==> src/rtl/mips_defs.sv <==
// mips_defs: shared encodings for the multi-cycle MIPS controller.
// Rev 1.0
`default_nettype none
package mips_defs;

  typedef enum logic [2:0] {
    S_IF  = 3'd0,
    S_ID  = 3'd1,
    S_EX  = 3'd2,
    S_MEM = 3'd3,
    S_WB  = 3'd4
  } state_t;

  localparam logic [4:0] ALU_ADD  = 5'b00000;
  localparam logic [4:0] ALU_OR   = 5'b00001;
  localparam logic [4:0] ALU_AND  = 5'b00010;
  localparam logic [4:0] ALU_SUB  = 5'b00110;
  localparam logic [4:0] ALU_SLT  = 5'b00111;
  localparam logic [4:0] ALU_NOR  = 5'b01100;
  localparam logic [4:0] ALU_XOR  = 5'b01101;
  localparam logic [4:0] ALU_SRL  = 5'b10000;
  localparam logic [4:0] ALU_SRA  = 5'b11000;
  localparam logic [4:0] ALU_SLL  = 5'b11001;
  localparam logic [4:0] ALU_ANDN = 5'b11010;

  localparam logic [5:0] OP_RTYPE = 6'b000000;
  localparam logic [5:0] OP_J     = 6'b000010;
  localparam logic [5:0] OP_JAL   = 6'b000011;
  localparam logic [5:0] OP_BEQ   = 6'b000100;
  localparam logic [5:0] OP_ADDI  = 6'b001000;
  localparam logic [5:0] OP_ADDIU = 6'b001001;
  localparam logic [5:0] OP_SLTI  = 6'b001010;
  localparam logic [5:0] OP_SLTIU = 6'b001011;
  localparam logic [5:0] OP_ANDI  = 6'b001100;
  localparam logic [5:0] OP_ORI   = 6'b001101;
  localparam logic [5:0] OP_LUI   = 6'b001111;
  localparam logic [5:0] OP_LW    = 6'b100011;
  localparam logic [5:0] OP_SW    = 6'b101011;

  localparam logic [5:0] FN_SLL  = 6'b000000;
  localparam logic [5:0] FN_SRL  = 6'b000010;
  localparam logic [5:0] FN_SRA  = 6'b000011;
  localparam logic [5:0] FN_JR   = 6'b001000;
  localparam logic [5:0] FN_JALR = 6'b001001;
  localparam logic [5:0] FN_ADD  = 6'b100000;
  localparam logic [5:0] FN_ADDU = 6'b100001;
  localparam logic [5:0] FN_SUB  = 6'b100010;
  localparam logic [5:0] FN_SUBU = 6'b100011;
  localparam logic [5:0] FN_AND  = 6'b100100;
  localparam logic [5:0] FN_OR   = 6'b100101;
  localparam logic [5:0] FN_XOR  = 6'b100110;
  localparam logic [5:0] FN_NOR  = 6'b100111;
  localparam logic [5:0] FN_SLT  = 6'b101010;
  localparam logic [5:0] FN_SLTU = 6'b101011;

  localparam logic [1:0] REGDST_RT = 2'b00;
  localparam logic [1:0] REGDST_RD = 2'b01;
  localparam logic [1:0] REGDST_RA = 2'b10;

  localparam logic [1:0] M2R_ALUOUT = 2'b00;
  localparam logic [1:0] M2R_MDR    = 2'b01;
  localparam logic [1:0] M2R_PC     = 2'b10;

  localparam logic [1:0] SRCA_PC    = 2'b00;
  localparam logic [1:0] SRCA_A     = 2'b01;
  localparam logic [1:0] SRCA_SHAMT = 2'b10;

  localparam logic [1:0] SRCB_B      = 2'b00;
  localparam logic [1:0] SRCB_4      = 2'b01;
  localparam logic [1:0] SRCB_IMM    = 2'b10;
  localparam logic [1:0] SRCB_IMM_S2 = 2'b11;

  localparam logic [1:0] PCSRC_ALU    = 2'b00;
  localparam logic [1:0] PCSRC_ALUOUT = 2'b01;
  localparam logic [1:0] PCSRC_JUMP   = 2'b10;
  localparam logic [1:0] PCSRC_A      = 2'b11;

endpackage
`default_nettype wire

==> src/rtl/alu_op_decode.sv <==
// alu_op_decode: opcode/funct to ALUConf, Sign, ExtOp, LuiOp plus a supported flag.
// Rev 1.0
`default_nettype none
module alu_op_decode
  import mips_defs::*;
(
  input  logic [5:0] opcode_i,
  input  logic [5:0] funct_i,
  output logic [4:0] alu_conf_o,
  output logic       sign_o,
  output logic       ext_op_o,
  output logic       lui_op_o,
  output logic       valid_o
);

  always_comb begin
    alu_conf_o = ALU_ADD;
    sign_o     = 1'b1;
    ext_op_o   = 1'b1;
    lui_op_o   = 1'b0;
    valid_o    = 1'b1;
    case (opcode_i)
      OP_RTYPE: begin
        case (funct_i)
          FN_ADD, FN_ADDU, FN_JR, FN_JALR: alu_conf_o = ALU_ADD;
          FN_SUB, FN_SUBU:                 alu_conf_o = ALU_SUB;
          FN_AND:                          alu_conf_o = ALU_AND;
          FN_OR:                           alu_conf_o = ALU_OR;
          FN_XOR:                          alu_conf_o = ALU_XOR;
          FN_NOR:                          alu_conf_o = ALU_NOR;
          FN_SLT:                          alu_conf_o = ALU_SLT;
          FN_SLTU: begin
            alu_conf_o = ALU_SLT;
            sign_o     = 1'b0;
          end
          FN_SRL:                          alu_conf_o = ALU_SRL;
          FN_SRA:                          alu_conf_o = ALU_SRA;
          FN_SLL:                          alu_conf_o = ALU_SLL;
          default:                         valid_o    = 1'b0;
        endcase
      end
      OP_J, OP_JAL, OP_ADDI, OP_ADDIU, OP_LW, OP_SW: alu_conf_o = ALU_ADD;
      OP_LUI:   lui_op_o   = 1'b1;
      OP_BEQ:   alu_conf_o = ALU_SUB;
      OP_SLTI:  alu_conf_o = ALU_SLT;
      OP_SLTIU: begin
        alu_conf_o = ALU_SLT;
        sign_o     = 1'b0;
      end
      OP_ANDI: begin
        alu_conf_o = ALU_AND;
        ext_op_o   = 1'b0;
      end
      OP_ORI: begin
        alu_conf_o = ALU_OR;
        ext_op_o   = 1'b0;
      end
      default: valid_o = 1'b0;
    endcase
  end

endmodule
`default_nettype wire

==> src/rtl/multicycle_controller.sv <==
// multicycle_controller: IF/ID/EX/MEM/WB control FSM for the multi-cycle MIPS datapath.
// Rev 1.0
`default_nettype none
module multicycle_controller
  import mips_defs::*;
#(
  parameter bit EXC_EN = 1'b1
) (
  input  logic        clk,
  input  logic        reset,
  input  logic [5:0]  OpCode,
  input  logic [5:0]  Funct,
  input  logic        Zero,
  input  logic        overflow,
  output logic        PCWrite,
  output logic        PCWriteCond,
  output logic        IorD,
  output logic        MemRead,
  output logic        MemWrite,
  output logic        IRWrite,
  output logic        RegWrite,
  output logic [1:0]  RegDst,
  output logic [1:0]  MemtoReg,
  output logic [1:0]  ALUSrcA,
  output logic [1:0]  ALUSrcB,
  output logic [1:0]  PCSource,
  output logic        ExtOp,
  output logic        LuiOp,
  output logic [4:0]  ALUConf,
  output logic        Sign,
  output logic        exc_flag,
  output logic [31:0] retired
);

  state_t      state_q, state_d;
  logic        ovf_q;
  logic [31:0] retired_q;

  logic [4:0] dec_conf;
  logic       dec_sign, dec_ext, dec_lui, dec_valid;

  alu_op_decode u_alu_op_decode (
    .opcode_i   (OpCode),
    .funct_i    (Funct),
    .alu_conf_o (dec_conf),
    .sign_o     (dec_sign),
    .ext_op_o   (dec_ext),
    .lui_op_o   (dec_lui),
    .valid_o    (dec_valid)
  );

  logic is_r, is_shift, is_jr, is_jalr, is_j, is_jal, is_beq, is_lw, is_sw;
  logic is_ovf_op, exc_w;

  assign is_r      = (OpCode == OP_RTYPE);
  assign is_shift  = is_r && (Funct == FN_SLL || Funct == FN_SRL || Funct == FN_SRA);
  assign is_jr     = is_r && (Funct == FN_JR);
  assign is_jalr   = is_r && (Funct == FN_JALR);
  assign is_j      = (OpCode == OP_J);
  assign is_jal    = (OpCode == OP_JAL);
  assign is_beq    = (OpCode == OP_BEQ);
  assign is_lw     = (OpCode == OP_LW);
  assign is_sw     = (OpCode == OP_SW);
  assign is_ovf_op = (is_r && (Funct == FN_ADD || Funct == FN_SUB)) || (OpCode == OP_ADDI);
  assign exc_w     = EXC_EN && ovf_q;

  // Zero is combined with PCWriteCond inside the datapath, not here.
  logic unused_zero;
  assign unused_zero = Zero;

  always_comb begin
    state_d = S_IF;
    case (state_q)
      S_IF:  state_d = S_ID;
      S_ID:  state_d = (!dec_valid || is_j || is_jal) ? S_IF : S_EX;
      S_EX: begin
        if (is_beq || is_jr || is_jalr) state_d = S_IF;
        else if (is_lw || is_sw)        state_d = S_MEM;
        else                            state_d = S_WB;
      end
      S_MEM: state_d = is_lw ? S_WB : S_IF;
      S_WB:  state_d = S_IF;
      default: state_d = S_IF;
    endcase
  end

  always_ff @(posedge clk or posedge reset) begin
    if (reset) begin
      state_q   <= S_IF;
      ovf_q     <= 1'b0;
      retired_q <= 32'd0;
    end else begin
      state_q <= state_d;
      if (state_q == S_EX) ovf_q <= is_ovf_op && overflow;
      if (state_q != S_IF && state_d == S_IF) retired_q <= retired_q + 32'd1;
    end
  end

  assign retired = retired_q;

  always_comb begin
    PCWrite     = 1'b0;
    PCWriteCond = 1'b0;
    IorD        = 1'b0;
    MemRead     = 1'b0;
    MemWrite    = 1'b0;
    IRWrite     = 1'b0;
    RegWrite    = 1'b0;
    RegDst      = REGDST_RT;
    MemtoReg    = M2R_ALUOUT;
    ALUSrcA     = SRCA_PC;
    ALUSrcB     = SRCB_B;
    PCSource    = PCSRC_ALU;
    ExtOp       = 1'b0;
    LuiOp       = 1'b0;
    ALUConf     = ALU_ADD;
    Sign        = 1'b1;
    exc_flag    = 1'b0;
    case (state_q)
      S_IF: begin
        MemRead = 1'b1;
        IRWrite = 1'b1;
        PCWrite = 1'b1;
        ALUSrcB = SRCB_4;
      end
      S_ID: begin
        ALUSrcB = SRCB_IMM_S2;
        ExtOp   = 1'b1;
        if (is_j || is_jal) begin
          PCWrite  = 1'b1;
          PCSource = PCSRC_JUMP;
        end
        if (is_jal) begin
          RegWrite = 1'b1;
          RegDst   = REGDST_RA;
          MemtoReg = M2R_PC;
        end
      end
      S_EX: begin
        ALUConf = dec_conf;
        Sign    = dec_sign;
        ExtOp   = dec_ext;
        LuiOp   = dec_lui;
        ALUSrcA = (is_r && is_shift) ? SRCA_SHAMT : SRCA_A;
        ALUSrcB = (is_r || is_beq) ? SRCB_B : SRCB_IMM;
        if (is_beq) begin
          PCWriteCond = 1'b1;
          PCSource    = PCSRC_ALUOUT;
        end
        if (is_jr || is_jalr) begin
          PCWrite  = 1'b1;
          PCSource = PCSRC_A;
        end
        if (is_jalr) begin
          RegWrite = 1'b1;
          RegDst   = REGDST_RD;
          MemtoReg = M2R_PC;
        end
      end
      S_MEM: begin
        IorD     = 1'b1;
        MemRead  = is_lw;
        MemWrite = is_sw;
      end
      S_WB: begin
        RegWrite = !exc_w;
        exc_flag = exc_w;
        RegDst   = is_r ? REGDST_RD : REGDST_RT;
        MemtoReg = is_lw ? M2R_MDR : M2R_ALUOUT;
      end
      default: ;
    endcase
    // The state register already reads IF during reset; hold all enables low too.
    if (reset) begin
      PCWrite     = 1'b0;
      PCWriteCond = 1'b0;
      MemRead     = 1'b0;
      MemWrite    = 1'b0;
      IRWrite     = 1'b0;
      RegWrite    = 1'b0;
      exc_flag    = 1'b0;
    end
  end

endmodule
`default_nettype wire
==> config.mk <==
export PLATFORM = sky130hd
export DESIGN_NAME = multicycle_controller
export DESIGN_NICKNAME = d
export VERILOG_FILES = /design/src/rtl/mips_defs.sv /design/src/rtl/alu_op_decode.sv /design/src/rtl/multicycle_controller.sv
export SDC_FILE = /design/constraint.sdc
export NUM_CORES = 1
export LEC_CHECK = 0
export CAP_MARGIN = 20
export CORE_ASPECT_RATIO = 0.75
export CORE_MARGIN = 1
export CORE_UTILIZATION = 28
export CTS_BUF_LIST = sky130_fd_sc_hd__clkbuf_16
export DETAILED_ROUTE_END_ITERATION = 7
export PLACE_DENSITY_LB_ADDON = 0.05
export SKIP_CTS_REPAIR_TIMING = 1
export SLEW_MARGIN = 5
export SYNTH_ARGS = -nofsm -noshare
export SYNTH_HDL_FRONTEND = slang
export SYNTH_HIERARCHICAL = 1
export SYNTH_SLANG_ARGS = --single-unit
==> constraint.sdc <==
create_clock -name clk -period 1.9 [get_ports clk]
set_input_delay 0.38 -clock clk [delete_from_list [all_inputs] [get_ports clk]]
set_output_delay 0.38 -clock clk [all_outputs]
set_load 0.03 [all_outputs]
Word-level counts from Yosys, hierarchy flattened. Cells that the tools add are included.

Bits in registers: 36. Input port bits: 16. Output and inout bits: 58. Word-level logic and storage cells: 118.

Add/subtract/negate cells: 1. Eq/ne operators: 30. Multiplexer cells: 52. Reduce and logical (&&, ||, !) cells: 32.

Operators by type and width (count): == test 6 bit, second input constant (12); == test 6 x 4 -> 1 bit, second input constant (9); one-hot mux 5 bit (9 select lines) (1); adder 32 x 1 -> 32 bit, second input constant (1); two-way mux 1 bit (27); one-hot mux 5 bit (5 select lines) (1); == test 6 x 2 -> 1 bit, second input constant (4); one-hot mux 2 bit (3 select lines) (3); two-way mux 2 bit (8); OR reduction 15 bit (1); zero test 6 bit (2); logical OR 1 bit (12); one-hot mux 3 bit (4 select lines) (1); OR reduction 12 bit (1); two-way mux 3 bit (3); one-hot mux 1 bit (2 select lines) (4); OR reduction 2 bit (4); logical AND 1 bit (7); == test 3 x 2 -> 1 bit, second input constant (2); == test 6 x 3 -> 1 bit, second input constant (1); zero test 3 bit (2); one-hot mux 1 bit (3 select lines) (2); two-way mux 5 bit (1); one-hot mux 2 bit (2 select lines) (1); other kinds (4) (5).

Longest topological paths before layout.
Depth after elaboration: 11. Depth in mapped cells: 11. Depth with buffers taken out: 9.

By module. The synthesis kept the hierarchy.

Modules (own cells, without submodules): multicycle_controller (times used 1, cells an instance 222, area an instance 2199.6 um2, seq. area each 900.9 um2); alu_op_decode (times used 1, cells an instance 61, area an instance 427.9 um2, seq. area each 0.0 um2).

Least setup slack after synthesis. Ideal clock, no wire load.

Path kind: input-to-reg. From: input OpCode[0]. To: register retired_q[1], in the netlist retired[1]. Setup time: 0.125 ns. Arrival time: 2.476 ns. Required time: 1.775 ns. Path slack: -0.700 ns. Cell stages on the path: 9. Path buffers: 1. Path through: or4_4 -> nor4_4 -> o2111ai_1 -> o21ai_0 -> inv_1 -> o21a_2 -> a2111oi_4 -> buf_6 -> mux2_2.

Longest elaborated chain between the ends: 10. Elaborated cells between the ends (all ways): 30. Classes of those cells: eq/ne (12); mux (6); reduce/logical (12).

RTL lines: start, declared (line multicycle_controller.sv:11) `input logic [5:0] OpCode,`; == test 6 x 2 -> 1 bit (tied with other cells) (line alu_op_decode.sv:22) `case (opcode_i)`; OR reduction 12 bit (no line); one-hot mux 1 bit (2 select lines) * (line alu_op_decode.sv:22); net dec_valid (line multicycle_controller.sv:40) `logic dec_sign, dec_ext, dec_lui, dec_valid;`; zero test 1 bit * (line multicycle_controller.sv:75) `S_ID: state_d = (!dec_valid || is_j || is_jal) ? S_IF : S_EX;`; logical OR 1 bit * (2 in series) (line multicycle_controller.sv:75); two-way mux 2 bit * (line multicycle_controller.sv:75); one-hot mux 3 bit (4 select lines) * (line multicycle_controller.sv:73) `case (state_q)`; zero test 3 bit * (line multicycle_controller.sv:95) `if (state_q != S_IF && state_d == S_IF) retired_q <= retired_q + 32'd1;`; logical AND 1 bit * (line multicycle_controller.sv:95); end signal, assigned (line multicycle_controller.sv:95); end, declared (line multicycle_controller.sv:37) `logic [31:0] retired_q;`.

Mark *: on every way through the listed nets, which the timed path passes. The rest lies on a longest branch. A chain may end at the register's enable or synchronous reset.

Worst setup path in the final report.
From: input OpCode[4]. To: output ALUConf[0].

Longest elaborated chain between the ends: 4. Elaborated cells between the ends (all ways): 9. Classes of those cells: eq/ne (5); mux (2); reduce/logical (2).

RTL lines: == test 6 x 4 -> 1 bit (line alu_op_decode.sv:22); OR reduction 2 bit (no line); one-hot mux 5 bit (5 select lines) * (line alu_op_decode.sv:22); net dec_conf[0] (line multicycle_controller.sv:39) `logic [4:0] dec_conf;`; two-way mux 5 bit * (line multicycle_controller.sv:119) `case (state_q)`; end, declared (line multicycle_controller.sv:29) `output logic [4:0] ALUConf,`.

Marked as above.

==> impl_metrics.yaml <==
run_status:
  status: "complete, but fails checks"
  violations: "setup timing"
die:
  num_rows: 30
  initial_core_util_pct: 28.9
  core_area_sq_um: 9080
  die_x_microns: 114
  die_area_sq_um: 9780
  die_y_microns: 85.9
  io_pins: 74
critical_path:
  cp_data_required_time_ns: 1.52
  path_max_fanout: 3
  cp_slowest_cell: "or4_4"
  crit_type: "input pin to output port"
  cp.arrival_ns: 2.12
  worstSetupStartpointType: "input pin"
  crit_path_max_incr_delay_ns: 0.54
  worstPathCellList: "buf_6 > or4_4 > nor4_4 > buf_4 > buf_6 > o31ai_4 > o21ai_1 > and3_4 > buf_6"
  cp_common_cell: "buf_6"
  end_kind: "output port"
logic_synthesis:
  yosysTopAreaCell: "dfrtp_1"
  synth_top_family_by_area: "simple AND/OR/NAND/NOR gates"
  ys_ff_latch: 36
  avgSynthCellArea_sq_um: 9.28
  yosysMostFrequentCell: "dfrtp_1"
  synth.distinct_cells: 69
  ys_top_cells_by_area: "dfrtp_1, xor2_1, nor2_1, nand2_1, and3_1"
  synth_compound_area_share_pct: 13.1
  synth_fa_ha_area_share_pct: 0.476
  synth_top_area_share_pct: 34.3
  synth_top_flop_cell: "dfrtp_1"
  yosysWarnings: 6
  seq_area_frac_synth_pct: 34.3
  synth-edff-count: 0
  synth_fp_nets: 300
  synth_commonest_cells: "dfrtp_1, nor2_1, xor2_1"
  synth.area.mux_share_pct: 1.67
  synth-xor-area-share_pct: 10.3
  synthArstFlopShare_pct: 100
  synthSimpleGateAreaFrac_pct: 34.6
  syn_inst: 283
  syn_area_sq_um: 2630
sta:
  setup_viol_count_final: 52
  finalHoldViolations: 0
  finalCritPeriodShare_pct: 132
  fin_crit_ns: 2.50
  fmax_mhz: 399
  final_max_slew_viol_count: 0
  relSlewSlack_pct: 67.5
  rsz0062_at_grt: "true"
  fin_skew_ns: 0.00552
  tightest_slew_ns: 0.487
  fin_ws_ns: -0.605
  setup_tns_ns: -20.15
clock_tree:
  cts_root_buf: "clkbuf_16"
  path_clk_slew_ns: 0.06
  htree_levels: 2
  cts_tree: "built"
  cts-buffers-inserted: 5
  clk_latency_ns: 0.28
  cts_sinks: 36
  clk_path_buf_depth: 2
detailed_routing:
  drtPass1Iterations: 4
  drtAntennaViolNets: 0
  via_count: 2752
  drc: 0
  wire_per_inst_microns: 14.9
  routed_wl_microns: 8600
  vias_per_cell: 4.75
  drtIter0Drc: 96
grt:
  grt_max_degree: 37
  grt_antenna_before_repair: 0
  gr-total-overflow: 0
  grtUsageTotal_pct: 17.3
  grt_pass1_vias: 2423
  grt_pass1_wl_microns: 13000
min_path:
  hp-class: "flop to flop"
pwr:
  ir_drop_v: 0.000374
  leakagePower_nw: 2.32
  p_per_area_nw_per_um2: 805
layout:
  area_delta_synth_final_pct: 88.8
  nFillCells: 869
  seq_area_sq_um: 902
  multi_input_area_sq_um: 2080
  drive_gt1_share_pct: 54.3
  fin_cells: 579
  nets: 467
  antennaDiodeCount: 0
placed_design:
  dp_hpwl_microns: 6370
  dp.cells: 543
  port_buffers: 72
  gp_congestion: 0.746
job:
  cap_violations: 0
logic make-up (layout without fill, tap and decap cells):
group,after synthesis,count (layout)
and+or+nand+nor,145,145
AOI/OAI and AO/OA,41,41
DFF,36,36
xor gates and xnor gates,31,31
buffers and inverters,25,193
muxes,4,4
adders and majority gates,1,1
where the power goes:
group | leakage (nW) | switching, W | total, W | internal (W)
Sequential | 0.476 | 0.000102 | 0.000968 | 0.000866
Clock | 0.0850 | 0.000319 | 0.000930 | 0.000612
Combinational | 1.75 | 0.00108 | 0.00210 | 0.00102
Total | 2.32 | 0.00150 | 0.00399 | 0.00250
cells in the final DEF, fill, tap and decap left out, drive strengths merged, types with 4 or more instances in the layout:
| cell type | Yosys | final |
|---|---|---|
| clkbuf | 5 | 8 |
| clkdlybuf4s50 | 0 | 34 |
| or3 | 4 | 4 |
| nand4 | 6 | 6 |
| nand3 | 11 | 11 |
| and3 | 14 | 14 |
| nand2 | 25 | 25 |
| xor2 | 24 | 24 |
| inv | 15 | 16 |
| o21ai | 8 | 8 |
| nor2 | 29 | 29 |
| dfrtp | 36 | 36 |
| a21oi | 9 | 9 |
| buf | 5 | 129 |
| and4 | 5 | 5 |
| xnor2 | 7 | 7 |
| and2 | 4 | 4 |
| nor4 | 5 | 5 |
| dlymetal6s2s | 0 | 4 |
| nor3 | 15 | 15 |
| nor3b | 9 | 9 |
per-stage QoR:
step	hold slack, ns	cell area (sq um)	worst slack (ns)	power [W]	utilization [%]
after global routing	0.484	4960	-0.669	0.00421	54.6
after CTS	0.472	4250	-1.13	0.00357	46.8
after global placement	0.459	4090	-1.11	0.00261	45.0
final	0.472	4960	-0.605	0.00399	54.6
after detailed placement	0.463	4090	-1.12	0.00262	45.0
after floorplan	0.462	2790	-0.687	0.00190	-
routing by layer:
layer / vias up / share of wire (%) / routed length, microns / track usage (%)
met3: 6 / 4.4 / 380 / 3.04
met2: 65 / 43 / 3710 / 22.7
met1: 1320 / 52 / 4450 / 28.0
li1: 1361 / - / - / -
met5: - / 0 / 0 / 0
met4: 0 / 0.84 / 72 / 4.96
path summary, 6_finish.rpt:
check / start / to / slack [ns] / depth (start not counted)
max: OpCode[4] / ALUConf[0] / -0.60 / 9
min: retired[31] / retired[31] / 0.47 / 1
max reg2reg: state_q[1] / retired[27] / -0.15 / 8
min reg2reg: retired[31] / retired[31] / 0.47 / 1
max in group asynchronous: reset / state_q[0] / 0.76 / 4
min in group asynchronous: reset / state_q[2] / 0.78 / 4
cell type report:
class                      instances  area share [%]
timing repair buffer             170            32.0
multi-input combinational        222            42.0
clock buffer                       5            2.52
clock inverter                     3           0.782
inverter                          15            1.24
tap                              128            3.23
sequential                        36            18.2
registers in the layout, summed over array words and instances, names as in the netlist:
signal / cells
exc_w: 1
state_q: 3
retired: 32
worst max-delay path: cells and delay by family:
| family | cells | cell delay [ns] |
|---|---|---|
| and+or+nand+nor | 3 | 1.03 |
| buffers and inverters | 4 | 0.47 |
| AOI/OAI and AO/OA | 2 | 0.23 |
Note: power is estimated with default switching activity, not from simulation.
